<file path="src/rtl/pipeline_pkg.sv">
// Shared pipeline definitions: fetch FSM state encoding and common constants.
package pipeline_pkg;

    typedef enum logic {
        ST_REQ  = 1'b0,
        ST_DROP = 1'b1
    } fetch_state_e;

    localparam logic [31:0] NOP_INSTR        = 32'h0000_0000;
    localparam logic [31:0] DEFAULT_RESET_PC = 32'h0000_0000;

endpackage

</file>
<file path="src/rtl/if_id_reg.sv">
// IF/ID pipeline register: hold has priority, then load, otherwise insert a bubble.
module if_id_reg
    import pipeline_pkg::*;
(
    input  logic        clk,
    input  logic        rst_n,
    input  logic        hold,
    input  logic        load,
    input  logic [31:0] instr_in,
    input  logic [31:0] pc_plus4_in,
    output logic [31:0] instr_out,
    output logic [31:0] pc_plus4_out,
    output logic        valid_out
);

    logic [31:0] instr_q, instr_d;
    logic [31:0] pc_plus4_q, pc_plus4_d;
    logic        valid_q, valid_d;

    // A bubble clears instruction and valid but leaves PCPlus4D as it was.
    always_comb begin
        instr_d    = instr_q;
        pc_plus4_d = pc_plus4_q;
        valid_d    = valid_q;
        if (!hold) begin
            if (load) begin
                instr_d    = instr_in;
                pc_plus4_d = pc_plus4_in;
                valid_d    = 1'b1;
            end else begin
                instr_d = NOP_INSTR;
                valid_d = 1'b0;
            end
        end
    end

    always_ff @(posedge clk or negedge rst_n) begin
        if (!rst_n) begin
            instr_q    <= NOP_INSTR;
            pc_plus4_q <= 32'h0;
            valid_q    <= 1'b0;
        end else begin
            instr_q    <= instr_d;
            pc_plus4_q <= pc_plus4_d;
            valid_q    <= valid_d;
        end
    end

    assign instr_out    = instr_q;
    assign pc_plus4_out = pc_plus4_q;
    assign valid_out    = valid_q;

endmodule

</file>
<file path="src/rtl/fetch_stage.sv">
// Instruction fetch: PC register, redirect FSM that discards stale memory responses,
// and the IF/ID register.
module fetch_stage
    import pipeline_pkg::*;
#(
    parameter logic [31:0] RESET_PC = DEFAULT_RESET_PC
) (
    input  logic        clk,
    input  logic        rst_n,
    input  logic        StallF,
    input  logic        StallD,
    input  logic        PCSrcD,
    input  logic [31:0] PCBranchD,
    output logic        ImemReq,
    output logic [31:0] ImemAddr,
    input  logic        ImemReady,
    input  logic [31:0] ImemRdata,
    output logic [31:0] InstrD,
    output logic [31:0] PCPlus4D,
    output logic        ValidD,
    output logic        FetchBusy
);

    fetch_state_e state_q, state_d;
    logic [31:0]  pcf_q, pcf_d;
    logic [31:0]  redir_q, redir_d;
    logic [31:0]  pc_plus4;
    logic [31:0]  br_target;
    logic         br;
    logic         load_id;

    assign br        = PCSrcD & ~StallD;
    assign br_target = PCBranchD & ~32'h3;
    assign pc_plus4  = pcf_q + 32'd4;

    // A redirect arriving while a request is outstanding cannot cancel it, so the
    // target is parked in RedirPC until the stale response has been consumed.
    always_comb begin
        state_d = state_q;
        pcf_d   = pcf_q;
        redir_d = redir_q;
        case (state_q)
            ST_REQ: begin
                if (ImemReady) begin
                    pcf_d = br ? br_target : (StallF ? pcf_q : pc_plus4);
                end else if (br) begin
                    redir_d = br_target;
                    state_d = ST_DROP;
                end
            end
            ST_DROP: begin
                if (br) redir_d = br_target;
                if (ImemReady) begin
                    pcf_d   = br ? br_target : redir_q;
                    state_d = ST_REQ;
                end
            end
            default: state_d = ST_REQ;
        endcase
    end

    always_ff @(posedge clk or negedge rst_n) begin
        if (!rst_n) begin
            state_q <= ST_REQ;
            pcf_q   <= RESET_PC;
            redir_q <= 32'h0;
        end else begin
            state_q <= state_d;
            pcf_q   <= pcf_d;
            redir_q <= redir_d;
        end
    end

    assign ImemReq   = rst_n;
    assign ImemAddr  = pcf_q;
    assign FetchBusy = (state_q == ST_DROP) | (ImemReq & ~ImemReady);
    assign load_id   = (state_q == ST_REQ) & ImemReady & ~br;

    if_id_reg u_if_id_reg (
        .clk          (clk),
        .rst_n        (rst_n),
        .hold         (StallD),
        .load         (load_id),
        .instr_in     (ImemRdata),
        .pc_plus4_in  (pc_plus4),
        .instr_out    (InstrD),
        .pc_plus4_out (PCPlus4D),
        .valid_out    (ValidD)
    );

endmodule
</file>
<file path="config.mk">
export PLATFORM = sky130hd
export DESIGN_NAME = fetch_stage
export DESIGN_NICKNAME = d
export VERILOG_FILES = /design/src/rtl/pipeline_pkg.sv /design/src/rtl/if_id_reg.sv /design/src/rtl/fetch_stage.sv
export SDC_FILE = /design/constraint.sdc
export NUM_CORES = 1
export LEC_CHECK = 0
export CORE_MARGIN = 8
export CORE_UTILIZATION = 40
export CTS_CLUSTER_SIZE = 28
export DETAILED_ROUTE_END_ITERATION = 8
export HOLD_SLACK_MARGIN = 0.02
export PLACE_DENSITY = 0.71
export SYNTH_ARGS = -nofsm -noshare
export SYNTH_HDL_FRONTEND = slang
export SYNTH_HIERARCHICAL = 1
export SYNTH_SLANG_ARGS = --single-unit
</file>
<file path="constraint.sdc">
create_clock -name clk -period 2.1 [get_ports clk]
set_input_delay 0.315 -clock clk [delete_from_list [all_inputs] [get_ports clk]]
set_output_delay 0.315 -clock clk [all_outputs]
set_load 0.01 [all_outputs]
</file>
### Word-level counts from Yosys, hierarchy flattened

Cells that the tools add are included.

| word-level totals | value |
|---|---|
| bits in latches | 0 |
| memories kept | 0 |
| bits in writable memories | 0 |
| register bits after elaboration | 130 |
| output and inout port bits | 99 |
| input bits | 70 |
| ROM bits | 0 |
| logic and storage cells | 36 |

| cells by class | value |
|---|---|
| equal/unequal tests | 4 |
| $mul | 0 |
| shift operators | 0 |
| reduce and logical (&&, ||, !) cells | 2 |
| mux-type cells | 14 |
| div/mod/pow operators | 0 |
| $add $sub $neg | 1 |
| bitwise logic cells | 9 |
| order comparisons | 0 |

Operators with widths:

| kind | count |
|---|---|
| 32-bit 2-to-1 mux | 7 |
| 32-bit case mux with 2 select lines | 2 |
| 32-bit by 3-bit adder with 32-bit output, second input constant | 1 |
| 2-bit inequality test, second input constant | 3 |
| 1-bit AND | 4 |
| 1-bit 2-to-1 mux | 4 |
| 1-bit inverter | 4 |
| 3-bit inequality test, second input constant | 1 |
| 3-bit AND reduction | 1 |
| 1-bit case mux with 2 select lines | 1 |
| 2-bit AND reduction | 1 |
| 1-bit bitwise OR | 1 |

### Depth between registers and ports, before layout

Gate-level depths: netlist (run 1).

| depth | value |
|---|---|
| word-level depth | 5 |
| depth in mapped cells | 8 |
| gate-level depth less buffers | 7 |

### Cells and area by module

Netlist (run 1), hierarchy kept.

Modules (own cells, without submodules):

| module | area each (sq um) | times used | cells an instance |
|---|---|---|---|
| fetch_stage | 3,763.6 | 1 | 402 |
| if_id_reg | 2,587.5 | 1 | 205 |

### Least setup slack after synthesis (run 1)

No wires, ideal clock.

| path | value |
|---|---|
| path type | register to register |
| start | reg pcf_q[13], in the netlist ImemAddr[13] |
| end | reg u_if_id_reg.pc_plus4_q[28], in the netlist u_if_id_reg/pc_plus4_out[28] |
| clock period less this slack | 2.231 ns |
| data required time | 1.975 ns |
| setup time | 0.125 ns |
| stages on the path, launching flop included | 8 |
| data arrival time | 2.105 ns |
| path slack | -0.131 ns |
| cells stage by stage | dfrtp_1 > buf_2 > nand4_1 > or3_1 > nor3_2 > nand2_1 > xnor2_1 > mux2_4 |

| on the way | value |
|---|---|
| longest elaborated chain between the ends | 1 |

Ends and longest elaborated chain:

| item | line | source |
|---|---|---|
| start: declaration | fetch_stage.sv:25 | `logic [31:0] pcf_q, pcf_d;` |
| start signal: assignment | fetch_stage.sv:69 | `pcf_q <= pcf_d;` |
| 32-bit by 3-bit adder with 32-bit output | fetch_stage.sv:34 | `assign pc_plus4 = pcf_q + 32'd4;` |
| named net pc_plus4[28] | fetch_stage.sv:27 | `logic [31:0] pc_plus4;` |
| end signal: assignment | if_id_reg.sv:44 | `pc_plus4_q <= pc_plus4_d;` |
| end: declaration | if_id_reg.sv:17 | `logic [31:0] pc_plus4_q, pc_plus4_d;` |

The timed path passes the listed nets, and every way through them passes these cells.
A chain may end at the register's enable or synchronous reset.

### Worst setup path after layout (run 1)

| path | value |
|---|---|
| start | reg pcf_q[3], in the netlist ImemAddr[3] |
| end | reg u_if_id_reg.pc_plus4_q[21], in the netlist u_if_id_reg/pc_plus4_out[21] |

The elaborated chain is that of the path after synthesis.

==> results of run 1 <==
-- repair_timing --
| action | CTS | global route |
|---|---|---|
| hold endpoints to repair | 9 | 0 |
| endpoints found under the setup margin | 0 | 14 |
| gates resized for setup | 0 | 8 |
| buffers inserted | 0 | 10 |
| hold buffers | 1 | 0 |
-- synth_stat cells (2+ instances only) --
cell | instances | share of area (%)
buf_2 | 4 | 0.32
buf_6 | 6 | 1.1
nor2b_1 | 3 | 0.30
o21ai_0 | 63 | 5.0
a21o_1 | 2 | 0.24
nor2_1 | 30 | 1.8
xor2_1 | 15 | 2.1
and3_1 | 22 | 2.2
mux2_4 | 27 | 6.4
mux2i_1 | 2 | 0.32
nor4_1 | 5 | 0.49
xnor2_1 | 13 | 1.8
clkbuf_1 | 28 | 1.7
buf_4 | 3 | 0.35
nand3_2 | 2 | 0.32
a22o_1 | 5 | 0.69
a221oi_1 | 10 | 1.4
o2bb2ai_1 | 10 | 1.4
nand2b_1 | 3 | 0.30
nand3_1 | 19 | 1.5
inv_1 | 5 | 0.30
nand4_1 | 5 | 0.49
a21oi_1 | 23 | 1.8
nor3_1 | 7 | 0.55
a31oi_1 | 4 | 0.39
mux2_2 | 35 | 6.2
o31a_1 | 4 | 0.55
o22ai_1 | 3 | 0.30
nand2_1 | 94 | 5.6
dfrtp_1 | 130 | 51
buf_1 | 3 | 0.18
a311o_1 | 2 | 0.32
or3_1 | 3 | 0.30
o2111ai_1 | 2 | 0.28
-- through the flow --
stage / util (%) / setup WS, ns / power, mW
after detailed placement: 54.95 / -0.05172 / 6.378
after floorplan: - / -0.008277 / 4.741
after global routing: 59.84 / -0.05327 / 10.06
final: 59.84 / -0.03589 / 9.593
after global placement: 54.95 / -0.005365 / 6.291
after CTS: 59.12 / 0.008474 / 9.636
-- worst register-to-register path: cells and delay by family, from the launching register on --
kind,cells,cell delay [ns]
and+or+nand+nor,3,1.22
DFF,1,0.41
muxes,1,0.25
xor gates and xnor gates,1,0.14
-- power groups by stage --
stage / Combinational, mW / Clock (mW) / Sequential (mW)
after floorplan: 1.08 / 0 / 3.66
after global placement: 2.87 / 0 / 3.42
after detailed placement: 2.93 / 0 / 3.45
after CTS: 2.96 / 3.26 / 3.42
after global routing: 3.20 / 3.37 / 3.49
final: 2.98 / 3.19 / 3.42
-- layer usage --
layer	routed length, um	part of all wire, %
met1	7993	42
met2	9201	48
met4	354	1.8
met5	0	0
met3	1656	8.6
-- area by class of cell --
| cell class | count | area [um^2] | share of cell area, % |
|---|---|---|---|
| Clock inverter | 12 | 177.7 | 1.890 |
| Sequential cell | 130 | 3258 | 34.65 |
| Multi-Input combinational cell | 427 | 2915 | 31.00 |
| Inverter | 6 | 22.52 | 0.2395 |
| Timing Repair Buffer | 237 | 2292 | 24.38 |
| Clock buffer | 20 | 466.7 | 4.963 |
| Tap cell | 216 | 270.3 | 2.874 |
-- worst max path at each step --
stage	startpoint	endpoint	slack [ns]	depth (start not counted)
floorplan	ImemAddr[4]$_DFFE_PN0P_	u_if_id_reg/pc_plus4_out[21]$_DFFE_PN0P_	-0.008	7
global placement	PCSrcD	u_if_id_reg/pc_plus4_out[31]$_DFFE_PN0P_	-0.005	7
detailed placement	PCSrcD	u_if_id_reg/pc_plus4_out[2]$_DFFE_PN0P_	-0.05	7
CTS	rst_n	FetchBusy	0.008	4
global route	ImemAddr[3]$_DFFE_PN0P_	u_if_id_reg/pc_plus4_out[21]$_DFFE_PN0P_	-0.05	5
finish	ImemAddr[3]$_DFFE_PN0P_	u_if_id_reg/pc_plus4_out[21]$_DFFE_PN0P_	-0.04	5
-- cell families after synthesis --
| kind of cell | Yosys count | synth area share, % |
|---|---|---|
| buf+inv | 50 | 3.920 |
| simple gates | 201 | 14.95 |
| compound gates | 133 | 12.94 |
| flops | 130 | 51.22 |
| xor+xnor | 28 | 3.861 |
| mux | 64 | 12.90 |
| fa+ha+maj | 1 | 0.1970 |
-- flip-flops by register name (all words and copies together), names as in the netlist --
name                      count
ImemAddr                     32
redir_q                      32
state_q                       1
u_if_id_reg/instr_out        32
u_if_id_reg/pc_plus4_out     32
u_if_id_reg/valid_out         1
==> impl_metrics.env, run 1 <==
export IMPL_cp_cell_sequence="nand2_1 > or4_4 > or3_4 > xnor2_1 > mux2_4"
export IMPL_worstMarginPinSlew_ns=0.6501
export IMPL_synth_edf_count=0
export IMPL_max_freq_mhz=468.2
export IMPL_root_buffer="clkbuf_16"
export IMPL_syn_nets=678
export IMPL_wl_per_cell_um=18.33
export IMPL_tritoncts="yes"
export IMPL_antenna_found_initial=0
export IMPL_hold_viol_final=0
export IMPL_fill_cells=1267
export IMPL_busiest_layer="met2"
export IMPL_slowest_stage="or4_4"
export IMPL_dieHeight_um=142.0
export IMPL_drc_errors=0
export IMPL_grt_ovfl_total=0
export IMPL_global_route_usage_total_pct=18.99
export IMPL_rsz0062_at_grt="true"
export IMPL_first_global_vias=5746
export IMPL_crit_path_max_fanout=8
export IMPL_seq_area_frac_synth_pct=51.22
export IMPL_start_kind="flop"
export IMPL_intPower_mw=6.865
export IMPL_finalWorstSetupSlack_ns=-0.03589
export IMPL_path_class="flop to flop"
export IMPL_ys_flop_type="dfrtp_1"
export IMPL_whs_ns=0.2826
export IMPL_yosys_warnings=6
export IMPL_endpoint_kind="flop"
export IMPL_met1_usage_pct=23.75
export IMPL_start_util_pct=40.42
export IMPL_avgSynthCellArea_um2=10.46
export IMPL_grtUsageMet2_pct=30.30
export IMPL_clkSinkCount=130
export IMPL_fin_skew_ns=0.006521
export IMPL_grt_start_max_net_pins=122
export IMPL_timing_setup_tns_ns=-0.04007
export IMPL_synthesis_area_um2=6351
export IMPL_pwr_share_seq_pct=35.7
export IMPL_syn2layout_area_growth_pct=48.05
export IMPL_async_flop_share_pct=100.0
export IMPL_combPwrFrac_pct=31.0
export IMPL_final_cell_mix="clkdlybuf4s50_1, dfrtp_1, nand2_1, o21ai_0, buf_4"
export IMPL_period_needed_ns=2.136
export IMPL_path_buf_inv=0
export IMPL_drv_cap=0
export IMPL_numCtsBuffers=17
export IMPL_stdcell_area_um2=9403
export IMPL_cp_top_family="simple AND/OR/NAND/NOR gates"
export IMPL_layout_commonest_cell="clkdlybuf4s50_1"
export IMPL_timing_final_max_slew_violations=0
export IMPL_reg2reg_from="ImemAddr[3]$_DFFE_PN0P_"
export IMPL_cp_required_ns=2.39
export IMPL_power_density_nw_per_um2=1020
export IMPL_drive_gt1_share_pct=22.60
export IMPL_relSlewSlack_pct=56.66
export IMPL_p_leak_nw=4.093
export IMPL_port_buffers=166
export IMPL_cts_path_max_buffers=2
export IMPL_layoutNonFillerInstCount=1048
export IMPL_p_switching_mw=2.729
export IMPL_rr_endpoint="u_if_id_reg/pc_plus4_out[21]$_DFFE_PN0P_"
export IMPL_vias_per_cell=5.309
export IMPL_hpwl_um=13590
export IMPL_first_iter_violations=390
export IMPL_row_count=46
export IMPL_cp_arrival_ns=2.43
export IMPL_antenna_cells=0
export IMPL_clkPwrFrac_pct=33.3
export IMPL_swShare_pct=28.45
export IMPL_ios=169
export IMPL_core_um2=15710
export IMPL_place_congestion=0.8127
export IMPL_synthCells=607
export IMPL_status="finished with violations"
export IMPL_placed_area_um2=8635
export IMPL_cts_reportedPaths_clkPinSlew_ns=0.06
export IMPL_hold_path_class="input pin to asynchronous set/reset pin"
export IMPL_postRouteWirelength_um=19210
export IMPL_r2r_cells=5
export IMPL_finalSetupViolCount=2
export IMPL_violations="negative setup slack"
export IMPL_die_w_um=142.0
export IMPL_r2r_slack_ns=-0.04
export IMPL_slowest_delay_ns=0.65
export IMPL_grt_pass1_wl_um=30070
export IMPL_clk_latency_ns=0.41
export IMPL_ys_types=49
export IMPL_vias=5564
export IMPL_period_share_pct=101.7
export IMPL_dieArea_um2=20170
export IMPL_dr_pass1_iters=7
export IMPL_cts_htree_levels=4
export IMPL_use_met3_pct=6.206
export IMPL_nNetsFinal=890
export IMPL_ant_nets=0
export IMPL_placed_cells=1005
export IMPL_ys_ff_latch=130
export IMPL_ir_drop_mv=0.5016
Note: power is estimated with default switching activity, not from simulation.
==> run 2: changes to the inputs <==
--- a/config.mk
+++ b/config.mk
@@ -5,6 +5,7 @@
 export SDC_FILE = /design/constraint.sdc
 export NUM_CORES = 1
 export LEC_CHECK = 0
+export CORE_ASPECT_RATIO = 0.7
 export CORE_MARGIN = 8
 export CORE_UTILIZATION = 40
 export CTS_CLUSTER_SIZE = 28
==> run 2 against run 1 <==
The run now ends clean; power is 4.0% lower; design area decreased by 2.1%; critical path type unchanged; routed wire length grew 2.4%; non-clock buffer count is 8 lower; via count decreased by 0.16%; clock skew up 0.0011 ns; critical path depth stayed put; first-iteration DRC count decreased by 9.5%; sequential share of layout area up 0.74 points.
==> impl_metrics.env, run 2 (synthesis gave the netlist of run 1 again) <==
export IMPL_cp_required_ns=2.40
export IMPL_clkSinkCount=130
export IMPL_reg2reg_from="ImemAddr[5]$_DFFE_PN0P_"
export IMPL_antenna_cells=0
export IMPL_period_share_pct=98.54
export IMPL_critPathLaunch="ImemAddr[5]$_DFFE_PN0P_"
export IMPL_whs_ns=0.1178
export IMPL_dieArea_um2=20230
export IMPL_cts_reportedPaths_clkPinSlew_ns=0.06
export IMPL_syn2layout_area_growth_pct=44.94
export IMPL_dieHeight_um=121.4
export IMPL_antenna_found_initial=0
export IMPL_drc_errors=0
export IMPL_hold_path_class="input pin to asynchronous set/reset pin"
export IMPL_totalPowerFinal_mw=9.213
export IMPL_root_buffer="clkbuf_16"
export IMPL_grt_pass1_wl_um=31330
export IMPL_intPower_mw=6.536
export IMPL_worstMarginPinSlew_ns=0.9469
export IMPL_r2r_slack_ns=0.03
export IMPL_first_iter_violations=353
export IMPL_place_congestion=0.8460
export IMPL_final_cell_mix="clkdlybuf4s50_1, dfrtp_1, nand2_1, o21ai_0, buf_4"
export IMPL_cts_htree_levels=4
export IMPL_hold_viol_final=0
export IMPL_ant_nets=0
export IMPL_max_freq_mhz=483.2
export IMPL_wl_per_cell_um=19.25
export IMPL_vias_per_cell=5.435
export IMPL_tritoncts="yes"
export IMPL_nNetsFinal=882
export IMPL_vias=5555
export IMPL_drv_cap=0
export IMPL_clk_latency_ns=0.42
export IMPL_relSlewSlack_pct=36.87
export IMPL_r2r_cells=5
export IMPL_cts_path_max_buffers=2
export IMPL_ir_drop_mv=0.6020
export IMPL_path_class="flop to flop"
export IMPL_fin_skew_ns=0.007573
export IMPL_grt_start_max_net_pins=73
export IMPL_die_w_um=166.6
export IMPL_row_count=38
export IMPL_power_density_nw_per_um2=1001
export IMPL_pwr_share_seq_pct=37.0
export IMPL_grt_ovfl_total=0
export IMPL_clkPwrFrac_pct=30.7
export IMPL_ios=169
export IMPL_p_leak_nw=3.998
export IMPL_period_needed_ns=2.069
export IMPL_swShare_pct=29.05
export IMPL_timing_setup_tns_ns=0
export IMPL_status="finished clean"
export IMPL_cp_arrival_ns=2.37
export IMPL_port_buffers=166
export IMPL_first_global_vias=5812
export IMPL_layout_commonest_cell="clkdlybuf4s50_1"
export IMPL_crit_path_max_fanout=8
export IMPL_postRouteWirelength_um=19670
export IMPL_finalSetupViolCount=0
export IMPL_start_kind="flop"
export IMPL_endpoint_kind="flop"
export IMPL_core_um2=15500
export IMPL_rsz0062_at_grt="true"
export IMPL_combPwrFrac_pct=32.2
export IMPL_global_route_usage_total_pct=19.51
export IMPL_start_util_pct=40.98
export IMPL_p_switching_mw=2.677
export IMPL_numCtsBuffers=17
export IMPL_hpwl_um=14470
export IMPL_timing_final_max_slew_violations=0
export IMPL_drive_gt1_share_pct=21.41
export IMPL_dr_pass1_iters=5
## run 2: what timing repair did
item,4_1_cts,5_1_grt
hold buffers,0,0
gates resized for setup,1,5
pin swaps,0,3
buffers inserted,0,0
endpoints found under the setup margin,1,5
## run 2: final cells by class
| class | instances | area [um^2] |
|---|---|---|
| well taps | 200 | 250.2 |
| flip-flops and latches | 130 | 3258 |
| clock inverters | 7 | 85.08 |
| inverters | 6 | 22.52 |
| repair buffers | 229 | 2193 |
| clock buffers | 23 | 467.9 |
| multi-input cells | 427 | 2928 |
| fillers | 1242 | 6295 |
## run 2: path summary, 6_finish.rpt
kind	to
worst min register to register	u_if_id_reg/instr_out[14]$_DFFE_PN0N_
worst max-delay path	u_if_id_reg/pc_plus4_out[21]$_DFFE_PN0P_
worst max register to register	u_if_id_reg/pc_plus4_out[21]$_DFFE_PN0P_
max in group asynchronous	u_if_id_reg/instr_out[16]$_DFFE_PN0N_
min in group clk	u_if_id_reg/valid_out$_DFFE_PN0N_
worst min-delay path	u_if_id_reg/pc_plus4_out[8]$_DFFE_PN0P_
## run 2: critical path, cell delays in order, from the launching register on
cell and delay [ns]:
dfrtp_1 0.39, nand3_2 0.12, or4_4 0.63, or3_4 0.41
xnor2_4 0.14, mux2_4 0.26
## run 2: layer usage
metal / routed length, um / part of all wire, % / vias up / global-route usage (%)
met5: 0 / 0 / - / 0
met4: 337 / 1.7 / 0 / 6.730
met3: 1570 / 8.0 / 26 / 6.695
met2: 9075 / 46 / 237 / 30.74
met1: 8688 / 44 / 2736 / 24.80
li1: - / - / 2556 / -
## run 2: power groups by stage
stage	Combinational (mW)	Clock, mW	Sequential [mW]
after floorplan	1.08	0	3.66
after global placement	2.90	0	3.40
after detailed placement	2.96	0	3.44
after CTS	2.98	2.88	3.41
after global routing	3.19	2.99	3.48
final	2.97	2.83	3.41
## run 2: per-stage QoR
step / utilization [%] / setup slack (ns) / instances / instance area (um^2)
finish: 59.39 / 0.03057 / 1022 / 9205
global route: 59.39 / -0.03503 / 1022 / 9205
CTS: 59.16 / 0.01968 / 1022 / 9170
detailed placement: 55.56 / -0.008290 / 992 / 8612
global placement: 55.56 / -0.007301 / 992 / 8612
floorplan: - / -0.008277 / 607 / 6380
==> run 3: changes to the inputs <==
--- a/config.mk
+++ b/config.mk
@@ -6,7 +6,6 @@
 export NUM_CORES = 1
 export LEC_CHECK = 0
 export CORE_ASPECT_RATIO = 0.7
-export CORE_MARGIN = 8
 export CORE_UTILIZATION = 40
 export CTS_CLUSTER_SIZE = 28
 export DETAILED_ROUTE_END_ITERATION = 8
@@ -16,3 +15,4 @@
 export SYNTH_HDL_FRONTEND = slang
 export SYNTH_HIERARCHICAL = 1
 export SYNTH_SLANG_ARGS = --single-unit
+export TNS_END_PERCENT = 5
==> run 3 against run 2 <==
The flow now finishes with violations (design-rule violations); sequential share of layout area grew 0.071 points; maximum frequency grew 1.9%; critical path depth grew 1; design area shrank 0.35%; highest routed layer unchanged.
==> impl_metrics.env, run 3 (synthesis gave the netlist of run 1 again) <==
export IMPL_ios=169
export IMPL_clkPwrFrac_pct=30.3
export IMPL_dieHeight_um=107.4
export IMPL_numCtsBuffers=17
export IMPL_period_share_pct=96.67
export IMPL_final_cell_mix="clkdlybuf4s50_1, dfrtp_1, nand2_1, o21ai_0, buf_4"
export IMPL_root_buffer="clkbuf_16"
export IMPL_place_congestion=0.8386
export IMPL_timing_setup_tns_ns=0
export IMPL_layoutNonFillerInstCount=1022
export IMPL_vias_per_cell=5.355
export IMPL_die_w_um=152.6
export IMPL_syn2layout_area_growth_pct=44.42
export IMPL_first_global_vias=5578
export IMPL_postCtsSetupRepairBufs=0
export IMPL_slowest_delay_ns=0.41
export IMPL_postRouteWirelength_um=18720
export IMPL_violations="design-rule violations"
export IMPL_clk_latency_ns=0.42
export IMPL_period_needed_ns=2.030
export IMPL_cp_required_ns=2.43
export IMPL_row_count=38
export IMPL_fin_skew_ns=0.006528
export IMPL_placed_cells=990
export IMPL_ir_drop_mv=0.6513
export IMPL_max_freq_mhz=492.6
export IMPL_power_density_nw_per_um2=990.9
export IMPL_hpwl_um=13040
export IMPL_totalPowerFinal_mw=9.089
export IMPL_hold_viol_final=0
export IMPL_dr_pass1_iters=7
export IMPL_dieArea_um2=16390
export IMPL_rsz0062_at_grt="true"
export IMPL_vias=5473
export IMPL_antenna_found_initial=0
export IMPL_endpoint_kind="flop"
export IMPL_hold_path_class="input pin to flop"
export IMPL_grt_start_max_net_pins=65
export IMPL_intPower_mw=6.425
export IMPL_swShare_pct=29.32
export IMPL_p_leak_nw=3.980
export IMPL_timing_final_max_slew_violations=0
export IMPL_drc_errors=9
export IMPL_finalSetupViolCount=0
export IMPL_crit_path_max_fanout=3
export IMPL_drv_cap=0
export IMPL_relSlewSlack_pct=54.88
export IMPL_crit_top_cell="or3_4"
export IMPL_drive_gt1_share_pct=20.80
export IMPL_layout_commonest_cell="clkdlybuf4s50_1"
export IMPL_path_class="flop to flop"
export IMPL_slowest_stage="or3_4"
export IMPL_start_kind="flop"
export IMPL_tritoncts="yes"
export IMPL_combPwrFrac_pct=32.1
export IMPL_path_buf_inv=0
export IMPL_status="finished with violations"
export IMPL_cp_arrival_ns=2.36
export IMPL_wl_per_cell_um=18.31
export IMPL_grt_ovfl_total=0
export IMPL_worstMarginPinSlew_ns=0.6768
export IMPL_port_buffers=166
export IMPL_global_route_usage_total_pct=23.62
export IMPL_nNetsFinal=881
export IMPL_first_iter_violations=403
export IMPL_grt_pass1_wl_um=29590
export IMPL_cts_reportedPaths_clkPinSlew_ns=0.06
export IMPL_cts_path_max_buffers=2
export IMPL_p_switching_mw=2.665
export IMPL_antenna_cells=0
export IMPL_cp_cell_sequence="ha_1 > nand4_1 > or3_4 > or3_4 > o31a_1 > o22ai_1"
export IMPL_ant_nets=0
export IMPL_pwr_share_seq_pct=37.6
export IMPL_start_util_pct=40.98
export IMPL_clkSinkCount=130
export IMPL_core_um2=15500
export IMPL_cp_top_family="simple AND/OR/NAND/NOR gates"
export IMPL_cts_htree_levels=4
run 3: cell types whose count changed in the layout (fill, tap and decap cells not counted), moves of 2 or more:
cell,delta
clkbuf_8,+4
nand3_2,+2
clkinv_2,-2
nand3_1,-2
dfrtp_2,-4
dfrtp_1,+4
buf_4,-2
bufinv_16,-2
run 3: what timing repair did:
action | CTS | global route
hold buffers | 1 | 0
gates resized for setup | 1 | 4
setup endpoints to repair | 1 | 7
pin swaps | 0 | 4
endpoints found under the hold margin | 31 | 0
run 3: worst register-to-register path, delay by kind of cell, from the launching register on:
| family | cells | cell delay (ns) |
|---|---|---|
| flip-flops | 1 | 0.37 |
| AND/OR/NAND/NOR | 3 | 0.92 |
| adder cells (fa/ha/maj) | 1 | 0.19 |
| AO/OA/AOI/OAI | 2 | 0.46 |
run 3: metrics by stage:
stage	utilization (%)	hold slack [ns]	cell area (um^2)	setup slack [ns]
floorplan	-	0.01941	6375	-0.03256
global placement	55.43	0.4461	8592	0.008403
detailed placement	55.43	0.4514	8592	-0.04022
CTS	59.05	0.4269	9153	0.02519
global route	59.18	0.4482	9173	-0.04393
finish	59.18	0.4533	9173	0.06985
run 3: layer usage:
metal  track usage (%)  up-vias  share of wire, %
met1             32.40     2719                48
met2             36.11      189                45
li1                  -     2550                 -
met4             7.287        0              0.98
met5                 0        -                 0
met3             6.763       15               5.8
run 3: path summary, 6_finish.rpt:
path	from	to	slack [ns]	cells past startpoint
worst min register to register	u_if_id_reg/valid_out$_DFFE_PN0N_	u_if_id_reg/valid_out$_DFFE_PN0N_	0.48	1
min in group asynchronous	rst_n	redir_q[13]$_DFFE_PN0P_	0.56	3
worst min-delay path	ImemRdata[27]	u_if_id_reg/instr_out[27]$_DFFE_PN0N_	0.45	3
max in group asynchronous	rst_n	u_if_id_reg/instr_out[15]$_DFFE_PN0N_	0.98	3
worst max register to register	ImemAddr[3]$_DFFE_PN0P_	ImemAddr[20]$_DFFE_PN0P_	0.07	6
worst max-delay path	ImemAddr[3]$_DFFE_PN0P_	ImemAddr[20]$_DFFE_PN0P_	0.07	6
run 3: power by group through the flow:
stage                     logic [mW]  clock network (mW)  registers, mW
after floorplan                 1.08                   0           3.65
after global placement          2.83                   0           3.41
after detailed placement        2.90                   0           3.44
after CTS                       2.92                2.79           3.41
after global routing            3.13                2.90           3.48
final                           2.92                2.75           3.42
run 3: layout make-up:
cell class / instances / area, um^2
Fill cell: 1265 / 6327
Sequential cell: 130 / 3253
Multi-Input combinational cell: 427 / 2913
Timing Repair Buffer: 228 / 2188
Clock buffer: 27 / 523.0
Tap cell: 200 / 250.2
Clock inverter: 4 / 22.52
Inverter: 6 / 22.52
